`src/rtl/radix_converter.sv`:
```
// Iterative radix converter: unsigned value -> packed 4-bit digits in base 2/8/10/16.
// Latency: result valid D cycles after accept (D = significant digits, min 1).
// Backpressure: result held in DONE until out_ready; no new accept until back in IDLE.
module radix_converter #(
  parameter int IN_W  = 16,
  parameter int NDIG  = 16,
  parameter int CNT_W = $clog2(NDIG + 1)
) (
  input  logic                  clk,
  input  logic                  rst_n,
  input  logic                  in_valid,
  output logic                  in_ready,
  input  logic [IN_W-1:0]       in_value,
  input  logic [1:0]            in_mode,
  output logic                  out_valid,
  input  logic                  out_ready,
  output logic [4*NDIG-1:0]     out_digits,
  output logic [CNT_W-1:0]      out_ndig,
  output logic [1:0]            out_mode
);

  // Working width is at least one nibble so the mask/shift slices below are always legal.
  localparam int WW    = (IN_W < 4) ? 4 : IN_W;
  localparam int IDX_W = (NDIG > 1) ? $clog2(NDIG) : 1;

  // Binary needs one slot per input bit; anything smaller cannot hold every result.
  generate
    if (NDIG < IN_W) begin : g_bad_ndig
      $error("radix_converter: NDIG must be >= IN_W");
    end
    if (CNT_W != $clog2(NDIG + 1)) begin : g_bad_cnt_w
      $error("radix_converter: CNT_W is derived from NDIG and must not be overridden");
    end
  endgenerate

  typedef enum logic [1:0] {
    S_IDLE = 2'd0,
    S_CONV = 2'd1,
    S_DONE = 2'd2
  } state_t;

  state_t                r_state;
  state_t                w_next;

  logic [IN_W-1:0]       r_work;
  logic [IDX_W-1:0]      r_idx;
  logic [4*NDIG-1:0]     r_digits;
  logic [CNT_W-1:0]      r_ndig;
  logic [1:0]            r_mode;

  logic [WW-1:0]         w_work_x;
  logic [WW-1:0]         w_quot_x;
  logic [IN_W-1:0]       w_quot;
  logic [3:0]            w_digit;
  logic                  w_last;
  logic                  w_accept;

  assign w_accept = (r_state == S_IDLE) && in_valid;

  // One digit step: power-of-two radices use mask/shift, decimal uses a constant divide.
  always_comb begin
    w_work_x = WW'(r_work);
    w_quot_x = '0;
    w_digit  = '0;
    case (r_mode)
      2'b00: begin
        w_digit  = {3'b000, w_work_x[0]};
        w_quot_x = w_work_x >> 1;
      end
      2'b01: begin
        w_digit  = {1'b0, w_work_x[2:0]};
        w_quot_x = w_work_x >> 3;
      end
      2'b10: begin
        w_quot_x = w_work_x / WW'(10);
        w_digit  = 4'(w_work_x % WW'(10));
      end
      default: begin
        w_digit  = w_work_x[3:0];
        w_quot_x = w_work_x >> 4;
      end
    endcase
    w_quot = IN_W'(w_quot_x);
    w_last = (w_quot == '0);
  end

  // State register with synchronous active-low reset.
  always_ff @(posedge clk) begin
    if (!rst_n) begin
      r_state <= S_IDLE;
    end else begin
      r_state <= w_next;
    end
  end

  // Next-state logic: accept, iterate until quotient reaches zero, wait for handshake.
  always_comb begin
    w_next = r_state;
    case (r_state)
      S_IDLE: if (in_valid) w_next = S_CONV;
      S_CONV: if (w_last) w_next = S_DONE;
      S_DONE: if (out_ready) w_next = S_IDLE;
      default: w_next = S_IDLE;
    endcase
  end

  // Handshake outputs decoded purely from state.
  always_comb begin
    in_ready  = 1'b0;
    out_valid = 1'b0;
    case (r_state)
      S_IDLE:  in_ready  = 1'b1;
      S_DONE:  out_valid = 1'b1;
      default: begin
        in_ready  = 1'b0;
        out_valid = 1'b0;
      end
    endcase
  end

  // Datapath: capture on accept, emit one digit per CONV cycle, hold everything otherwise.
  always_ff @(posedge clk) begin
    if (!rst_n) begin
      r_work   <= '0;
      r_idx    <= '0;
      r_digits <= '0;
      r_ndig   <= '0;
      r_mode   <= '0;
    end else begin
      case (r_state)
        S_IDLE: begin
          if (w_accept) begin
            r_work   <= in_value;
            r_mode   <= in_mode;
            r_digits <= '0;
            r_idx    <= '0;
          end
        end
        S_CONV: begin
          r_digits[{r_idx, 2'b00} +: 4] <= w_digit;
          r_work                        <= w_quot;
          // Index stops on the last digit so it never walks past the top slot.
          if (w_last) begin
            r_ndig <= CNT_W'(r_idx) + CNT_W'(1);
          end else begin
            r_idx  <= r_idx + IDX_W'(1);
          end
        end
        default: begin
        end
      endcase
    end
  end

  assign out_digits = r_digits;
  assign out_ndig   = r_ndig;
  assign out_mode   = r_mode;

endmodule
```
`config.mk`:
```
export PLATFORM = sky130hd
export DESIGN_NAME = radix_converter
export DESIGN_NICKNAME = d
export VERILOG_FILES = /design/src/rtl/radix_converter.sv
export SDC_FILE = /design/constraint.sdc
export NUM_CORES = 1
export LEC_CHECK = 0
export CORE_MARGIN = 2
export CORE_UTILIZATION = 39
export CTS_CLUSTER_DIAMETER = 40
export DETAILED_ROUTE_END_ITERATION = 7
export PLACE_DENSITY = 0.59
export SYNTH_ARGS = -nofsm -noshare
export SYNTH_HDL_FRONTEND = slang
export SYNTH_SLANG_ARGS = --single-unit
```
`constraint.sdc`:
```
create_clock -name clk -period 7.86 [get_ports clk]
set_input_delay 1.572 -clock clk [delete_from_list [all_inputs] [get_ports clk]]
set_output_delay 1.572 -clock clk [all_outputs]
set_load 0.05 [all_outputs]
```
==> flow_metrics.py, run 1 <==
metrics = {
    "outcome": {
        "status": "finished, final reports clean",
    },
    "clocking": {
        "tritoncts": "built",
        "cts_hold_buf": 0,
        "cts_buffer_depth": 2,
        "cts_setup_buffers": 0,
        "cts-buffers-inserted": 9,
        "path_clk_slew_ps": 70,
        "htree_levels": 3,
        "clockRootBuffer": "clkbuf_16",
        "clock-sinks": 93,
        "cts_resized": 0,
        "clk_latency_ps": 350,
    },
    "floorplanning": {
        "core-area_sq_mm": 0.01577,
        "die_y_um": 130.6,
        "start_util": 0.3963,
        "dieArea_sq_mm": 0.01705,
        "ios": 95,
        "die_width_um": 130.6,
        "rows": 46,
    },
    "route": {
        "route.vias.total": 6748,
        "vias_per_cell": 6.140,
        "drt_first_pass_iters": 6,
        "ant_nets": 0,
        "met3_wirelength_um": 1498,
        "finalWirelength_um": 20440,
        "drt-initial-drc-count": 621,
        "routed.top_layer": "met4",
        "avgRoutedWirePerCell_um": 18.60,
        "wl_met1_um": 9520,
        "met2_wirelength_um": 9160,
        "drcViolationCount": 0,
    },
    "worst_setup_path": {
        "crit_type": "reg -> reg",
        "critPathLaunchType": "register",
        "setup.worst_path.start": "r_work[13]$_SDFFE_PN0P_",
        "end_kind": "register",
        "reg2reg_from": "r_work[13]$_SDFFE_PN0P_",
        "worstPathMaxFanout": 30,
        "required_ps": 8060,
        "arrival_ps": 6510,
    },
    "placement": {
        "globalplace.congestion": 0.8731,
        "portBuffers": 94,
        "post-dp-hpwl_um": 14490,
    },
    "layout": {
        "nets": 905,
        "syn_to_final_growth_pct": 19.76,
        "diodes": 0,
        "drive_gt1_frac": 0.06002,
        "layout_commonest_cell": "nand2_1",
        "num-fill-cells": 1590,
        "fin_util": 0.4746,
        "final_cell_mix": "nand2_1, clkdlybuf4s50_1, dfxtp_1",
    },
    "sta": {
        "setup_viol": 0,
        "hold_viol_final": 0,
        "tns_ps": 0,
        "clock_skew_ps": 9.050,
        "fin_crit_sh": 0.8032,
        "rsz0062_at_grt": "no",
        "worst_slew_pin_slew_ps": 1024,
        "period_needed_ps": 6313,
        "relSlewSlack": 0.3163,
        "max_freq_mhz": 158.4,
        "drv_slew": 0,
    },
    "logic_synthesis": {
        "syn_area_sq_mm": 0.006250,
        "yosysSeqAreaShare": 0.2979,
        "syn-num-nets": 866,
        "ys_async_sr_fraction": 0,
        "synth.area.top_cells": "dfxtp_1, nand2_1, nand3_1",
        "synth_warnings": 0,
        "syn_avg_cell_area_sq_um": 7.440,
        "synth_flop_cell": "dfxtp_1",
        "synth_edf_count": 0,
        "synth.top_cell.area_share": 0.2979,
        "yosys.area.top_type": "dfxtp_1",
        "ys_types": 93,
        "synth-seq-cells": 93,
        "synthCells": 840,
    },
    "global_route": {
        "grt_use_total": 0.2387,
        "grt_max_degree": 46,
        "grt_pass1_vias": 6198,
        "antenna_found_initial": 0,
        "grt_pass1_wl_um": 32600,
        "overflow": 0,
    },
    "power": {
        "seq_power_share": 0.342,
        "intPower_mw": 0.9465,
        "pwr-share-comb": 0.385,
        "ir_worst_vdd_mv": 0.1177,
        "power_switching_mw": 0.6087,
        "powerDensity_mw_per_mm2": 207.8,
        "p_leak_nw": 2.537,
        "switching_share": 0.3914,
        "clkPwrFrac": 0.274,
    },
    "job": {
        "maxCapViolCount": 0,
    },
    "min_path": {
        "hold_start": "out_digits[35]$_SDFFE_PN0P_",
        "hp-class": "reg -> reg",
    },
}
## layout make-up
class                           count  area, sq um  area share
Multi-Input combinational cell    651         3995      0.5338
Clock buffer                       11        232.7     0.03109
Inverter                           24        90.09     0.01204
Tap cell                          216        270.3     0.03611
Clock inverter                      4        48.80    0.006520
Sequential cell                    93         1862      0.2487
Timing Repair Buffer              100        985.9      0.1317
## power by group through the flow
stage / combinational (mW) / clock (mW) / sequential, mW
final: 0.598 / 0.426 / 0.531
after CTS: 0.587 / 0.436 / 0.529
after global placement: 0.582 / 0 / 0.539
after floorplan: 0.486 / 0 / 0.506
after global routing: 0.654 / 0.456 / 0.535
after detailed placement: 0.584 / 0 / 0.540
## through the flow
stage	hold slack, ps	total power [mW]	worst slack [ps]	cells	cell area, sq um
5_1_grt	485.0	1.646	1004	1099	7485
3_5_place_dp	450.9	1.124	1677	1084	7203
3_3_place_gp	445.1	1.121	1713	1084	7203
4_1_cts	466.5	1.552	1664	1099	7485
2_1_floorplan	559.3	0.9914	3042	840	6250
6_report	464.3	1.555	1547	1099	7485
## critical path: stages (launching register included)
cell and delay [ps]:
dfxtp_1 1000, nand2b_1 250, xnor2_1 200, o2111ai_2 330, nand2_1 380, a221o_1 460, o31ai_1 590, a21oi_1 200
or4_1 450, o311ai_1 460, a211o_2 260, mux2_1 350, o21a_1 190, o2111a_1 270, a221oi_4 570, o22ai_1 190
## layer usage
layer,global-route usage,up-vias
met4,0.05382,0
met2,0.3624,271
met5,0,-
li1,-,3209
met1,0.3442,3246
met3,0.05619,22
## kinds of logic after synthesis
kind of cell    count (synthesis)  share of synthesized area
xor+xnor                        9                    0.01261
flops                          93                     0.2979
mux                            22                    0.04024
fa+ha+maj                       5                   0.009810
buf+inv                        96                    0.06326
simple gates                  343                     0.2657
compound gates                272                     0.3105
## cell usage after synthesis, drive strengths merged, types with 12 or more instances
cell and instances:
mux2i 18, nand2 99, inv 22, clkbuf 53, a21oi 53, o31ai 39
dfxtp 93, buf 19, o211ai 17, o21ai 53, and3 15, a31oi 22
nand3 63, nor2 82, nor3 18, o22ai 12
## registers in the layout, indices dropped and copies added (netlist names)
signal	cells
out_mode	2
out_digits	64
r_state	2
out_ndig	5
r_idx	4
r_work	16
## worst paths after layout
check,depth (start not counted),slack (ps),to
worst max-delay path,15,1550,out_digits[25]$_SDFFE_PN0P_
worst min-delay path,2,460,out_digits[35]$_SDFFE_PN0P_
worst min register to register,2,460,out_digits[35]$_SDFFE_PN0P_
worst max register to register,15,1550,out_digits[25]$_SDFFE_PN0P_
Power figures use the tool's default switching activity.
==> inputs of run 2 (changes only) <==
PLACE_DENSITY = 0.61   (was 0.59)
clock period = 5.7 ns   (was 7.86 ns; I/O delays follow)
==> flow_metrics.py, run 2 (synthesis results as in run 1) <==
metrics = {
    "outcome": {
        "status": "finished, final reports clean",
    },
    "sta": {
        "period_needed_ps": 5295,
        "rsz0062_at_grt": "no",
        "fin_hold_ws_ps": 454.4,
        "clock_skew_ps": 11.57,
        "max_freq_mhz": 188.9,
        "relSlewSlack": 0.3215,
        "tns_ps": 0,
        "fin_crit_sh": 0.9290,
        "worst_slew_pin_slew_ps": 1015,
        "drv_slew": 0,
        "hold_viol_final": 0,
        "fin_ws_ps": 404.9,
        "setup_viol": 0,
    },
    "worst_setup_path": {
        "required_ps": 5960,
        "cp_num_buf_inv": 5,
        "crit_slowest_cell": "or4b_4",
        "crit_cells": 20,
        "setup.worst_path.start": "r_work[15]$_SDFFE_PN0P_",
        "critPathLaunchType": "register",
        "r2r_cells": 20,
        "cp_cell_sequence": "buf_4 -> buf_4 -> xor2_1 -> o21ai_1 -> nand3_1 -> nor4_1 -> a2111o_1 -> or3_1 -> o311ai_1 -> buf_4 -> o211ai_2 -> mux2i_1 -> buf_4 -> a211oi_2 -> mux4_1 -> or4b_4 -> a221oi_4 -> buf_4 -> o211ai_1 -> a31oi_1",
        "cpLargestDelayFamily": "compound AO/OA/AOI/OAI gates",
        "end_kind": "register",
        "crit_type": "reg -> reg",
        "reg2reg_from": "r_work[15]$_SDFFE_PN0P_",
        "worstPathMaxFanout": 12,
        "critPathMostFrequentCell": "buf_4",
        "arrival_ps": 5550,
        "critical_path.max_stage_delay_ps": 500,
    },
    "layout": {
        "fin_util": 0.4967,
        "fin_cells": 1139,
        "fin_area_sq_mm": 0.007833,
        "diodes": 0,
        "layout_commonest_cell": "nand2_1",
        "largest_register_ffs": 64,
        "syn_to_final_growth_pct": 25.33,
        "final_cell_mix": "nand2_1, clkdlybuf4s50_1, dfxtp_1",
        "drive_gt1_frac": 0.1094,
        "nets": 945,
    },
    "global_route": {
        "antenna_found_initial": 0,
        "grt_use_total": 0.2308,
        "overflow": 0,
        "grt_pass1_wl_um": 31770,
        "grt_max_degree": 46,
        "grt_pass1_vias": 6057,
    },
    "clocking": {
        "clockRootBuffer": "clkbuf_16",
        "cts_buffer_depth": 2,
        "htree_levels": 3,
        "clock-sinks": 93,
        "tritoncts": "built",
        "cts-buffers-inserted": 9,
        "path_clk_slew_ps": 70,
        "cts_setup_buffers": 0,
        "clk_latency_ps": 340,
    },
    "floorplanning": {
        "core-area_sq_mm": 0.01577,
        "ios": 95,
        "die_y_um": 130.6,
        "dieArea_sq_mm": 0.01705,
        "die_width_um": 130.6,
        "rows": 46,
        "start_util": 0.3963,
    },
    "power": {
        "intPower_mw": 1.393,
        "pwr-share-comb": 0.414,
        "p_total_mw": 2.259,
        "power_switching_mw": 0.8660,
        "clkPwrFrac": 0.269,
        "seq_power_share": 0.317,
        "switching_share": 0.3833,
        "powerDensity_mw_per_mm2": 288.4,
        "ir_worst_vdd_mv": 0.1664,
        "p_leak_nw": 2.762,
    },
    "route": {
        "drt-initial-drc-count": 644,
        "drcViolationCount": 0,
        "avgRoutedWirePerCell_um": 17.31,
        "route.vias.total": 6669,
        "ant_nets": 0,
        "drt_first_pass_iters": 5,
        "finalWirelength_um": 19710,
        "vias_per_cell": 5.855,
    },
    "min_path": {
        "hp-class": "reg -> reg",
        "whs_path_depth": 2,
        "hold_start": "out_digits[3]$_SDFFE_PN0P_",
    },
    "placement": {
        "post-dp-hpwl_um": 14130,
        "portBuffers": 94,
        "globalplace.congestion": 0.9413,
        "post_dp_cell_area_sq_mm": 0.007516,
        "place_ws_ps": 299.2,
        "dp_cells": 1124,
    },
    "job": {
        "maxCapViolCount": 0,
    },
}
[run 2: cell types whose count changed in the layout (fill, tap and decap cells not counted), sizes merged]
cell	change
buf	+40
clkbuf	-2
clkinv	+1
clkinvlp	+1
[run 2: path summary, 6_finish.rpt]
check	endpoint	slack (ps)
worst min register to register	out_digits[3]$_SDFFE_PN0P_	450
worst min-delay path	out_digits[3]$_SDFFE_PN0P_	450
worst max-delay path	r_idx[2]$_SDFFE_PN0P_	400
worst max register to register	r_idx[2]$_SDFFE_PN0P_	400
[run 2: power groups by stage]
stage               Combinational (mW)  Clock, mW  Sequential (mW)
floorplan                        0.670          0            0.697
global placement                 0.922          0            0.728
detailed placement               0.913          0            0.728
CTS                              0.918      0.615            0.713
global route                      1.02      0.639            0.720
finish                           0.935      0.609            0.716
[run 2: timing repair]
action,in CTS,in global routing
hold buffers,0,0
resized for setup,0,7
setup endpoints to repair,0,44
[run 2: per-layer routing]
layer,wire [um],vias up,part of all wire,track usage
met5,0,-,0,0
li1,-,3296,-,-
met2,8734,229,0.44,0.3459
met1,9609,3133,0.49,0.3528
met4,190,0,0.0096,0.04443
met3,1178,11,0.060,0.03339
[run 2: area by class of cell]
class | instances | area [sq um]
clock buffers | 9 | 225.2
clock inverters | 6 | 72.57
fillers | 1597 | 7938
inverters | 24 | 90.09
multi-input cells | 651 | 4009
flip-flops and latches | 93 | 1867
well taps | 216 | 270.3
repair buffers | 140 | 1299
[run 2: worst register-to-register path, stage by stage, from the launching register on]
cell and delay, ps:
dfxtp_1 440, buf_4 230, buf_4 180, xor2_1 270, o21ai_1 150, nand3_1 260, nor4_1 120, a2111o_1 460
or3_1 350, o311ai_1 290, buf_4 170, o211ai_2 150, mux2i_1 190, buf_4 170, a211oi_2 230, mux4_1 300
or4b_4 500, a221oi_4 280, buf_4 200, o211ai_1 80, a31oi_1 210
==> inputs of run 3 (changes only) <==
ABC_CLOCK_PERIOD_IN_PS = 5700   (was not set)
CORE_ASPECT_RATIO = 1.25   (was not set)
==> flow_metrics.py, run 3 (synthesis results as in run 1) <==
metrics = {
    "placement": {
        "globalplace.congestion": 0.9454,
        "portBuffers": 94,
        "dp_cells": 1106,
        "post-dp-hpwl_um": 14180,
        "place_ws_ps": 219.4,
    },
    "route": {
        "drt-initial-drc-count": 658,
        "vias_per_cell": 5.841,
        "avgRoutedWirePerCell_um": 17.74,
        "drt_first_pass_iters": 5,
        "ant_nets": 0,
        "finalWirelength_um": 19940,
        "drcViolationCount": 0,
        "route.vias.total": 6565,
    },
    "clocking": {
        "path_clk_slew_ps": 70,
        "cts_buffer_depth": 2,
        "clockRootBuffer": "clkbuf_16",
        "cts_hold_buf": 0,
        "cts-buffers-inserted": 9,
        "clk_latency_ps": 350,
        "tritoncts": "built",
        "htree_levels": 3,
        "clock-sinks": 93,
    },
    "power": {
        "ir_worst_vdd_mv": 0.1610,
        "p_leak_nw": 2.696,
        "powerDensity_mw_per_mm2": 285.7,
    },
    "floorplanning": {
        "dieArea_sq_mm": 0.01706,
        "die_y_um": 145.5,
        "ios": 95,
        "die_width_um": 117.2,
        "start_util": 0.3998,
        "core-area_sq_mm": 0.01563,
        "rows": 51,
    },
    "sta": {
        "period_needed_ps": 5309,
        "fin_hold_ws_ps": 454.7,
        "tns_ps": 0,
        "clock_skew_ps": 7.336,
        "fin_ws_ps": 390.5,
        "rsz0062_at_grt": "no",
        "drv_slew": 0,
        "worst_slew_pin_slew_ps": 1011,
        "max_freq_mhz": 188.3,
        "relSlewSlack": 0.3233,
        "fin_crit_sh": 0.9315,
        "setup_viol": 0,
        "hold_viol_final": 0,
    },
    "outcome": {
        "status": "finished, final reports clean",
    },
    "min_path": {
        "hold_start": "out_digits[3]$_SDFFE_PN0P_",
        "hp-class": "reg -> reg",
    },
    "layout": {
        "fin_util": 0.4963,
        "final_cell_mix": "nand2_1, clkdlybuf4s50_1, dfxtp_1",
        "drive_gt1_frac": 0.09759,
        "diodes": 0,
        "syn_to_final_growth_pct": 24.14,
        "largest_register_ffs": 64,
        "layout_commonest_cell": "nand2_1",
        "seqCellArea_sq_mm": 0.001867,
        "nets": 933,
        "multi_input_area_sq_mm": 0.004015,
        "num-fill-cells": 1565,
        "fin_cells": 1124,
    },
    "worst_setup_path": {
        "arrival_ps": 5580,
        "worstPathMaxFanout": 14,
        "end_kind": "register",
        "required_ps": 5970,
        "critPathLaunchType": "register",
        "crit_type": "reg -> reg",
        "setup.worst_path.start": "r_work[11]$_SDFFE_PN0P_",
        "reg2reg_from": "r_work[11]$_SDFFE_PN0P_",
    },
    "global_route": {
        "overflow": 0,
        "grt_use_total": 0.2287,
        "grt_max_degree": 46,
        "antenna_found_initial": 0,
        "grt_pass1_vias": 5940,
        "grt_pass1_wl_um": 31510,
    },
    "job": {
        "maxCapViolCount": 0,
    },
}
-- run 3: changes by cell type in the layout (fill, tap and decap cells not counted), sizes merged --
cell / before / now
clkinv: 5 / 4
buf: 46 / 34
clkbuf: 9 / 10
inv: 23 / 24
-- run 3: metrics by stage --
step                cell area (sq um)  power (mW)
floorplan                        6250       1.367
global placement                 7406       1.594
detailed placement               7406       1.593
CTS                              7706       2.209
global route                     7759       2.342
finish                           7759       2.216
-- run 3: area by class of cell --
type | count | share of cell area
clock buffer | 10 | 0.02951
clock inverter | 6 | 0.009192
inverter | 24 | 0.01161
multi-input combinational | 651 | 0.5175
sequential | 93 | 0.2406
tap | 212 | 0.03419
timing repair buffer | 128 | 0.1574
-- run 3: path summary, 6_finish.rpt --
path	slack (ps)	endpoint	cells past startpoint
worst max register to register	390	r_idx[2]$_SDFFE_PN0P_	16
worst max-delay path	390	r_idx[2]$_SDFFE_PN0P_	16
worst min-delay path	450	out_digits[3]$_SDFFE_PN0P_	2
worst min register to register	450	out_digits[3]$_SDFFE_PN0P_	2
-- run 3: worst max-delay path, stage by stage, from the launching register on --
cell      delay, ps
dfxtp_1         600
inv_2           130
or3_4           400
a41o_1          290
buf_4           180
a211oi_2        270
mux2i_1         190
and3_1          290
or4_1           520
a31o_2          290
a32o_1          270
nor3_2          430
a31oi_1         180
a31oi_1         420
a221o_1         420
nand4b_1        140
a31oi_1         190
-- run 3: power by group --
group | total, mW | switching (mW) | internal (mW)
Sequential | 0.717 | 0.0501 | 0.667
Clock | 0.616 | 0.271 | 0.345
Combinational | 0.883 | 0.537 | 0.346
Total | 2.22 | 0.858 | 1.36
-- run 3: repair_timing --
item / in CTS / in global routing
hold endpoints to repair: 0 / 0
setup endpoints to repair: 0 / 25
gates resized for setup: 0 / 7
setup buffers: 0 / 2
-- run 3: layer usage --
layer  GRT usage  part of all wire  up-vias
li1            -                 -     3267
met5           0                 0        -
met2      0.3839              0.49      202
met3     0.04415             0.065       33
met1      0.2950              0.43     3063
met4     0.06471             0.019        0
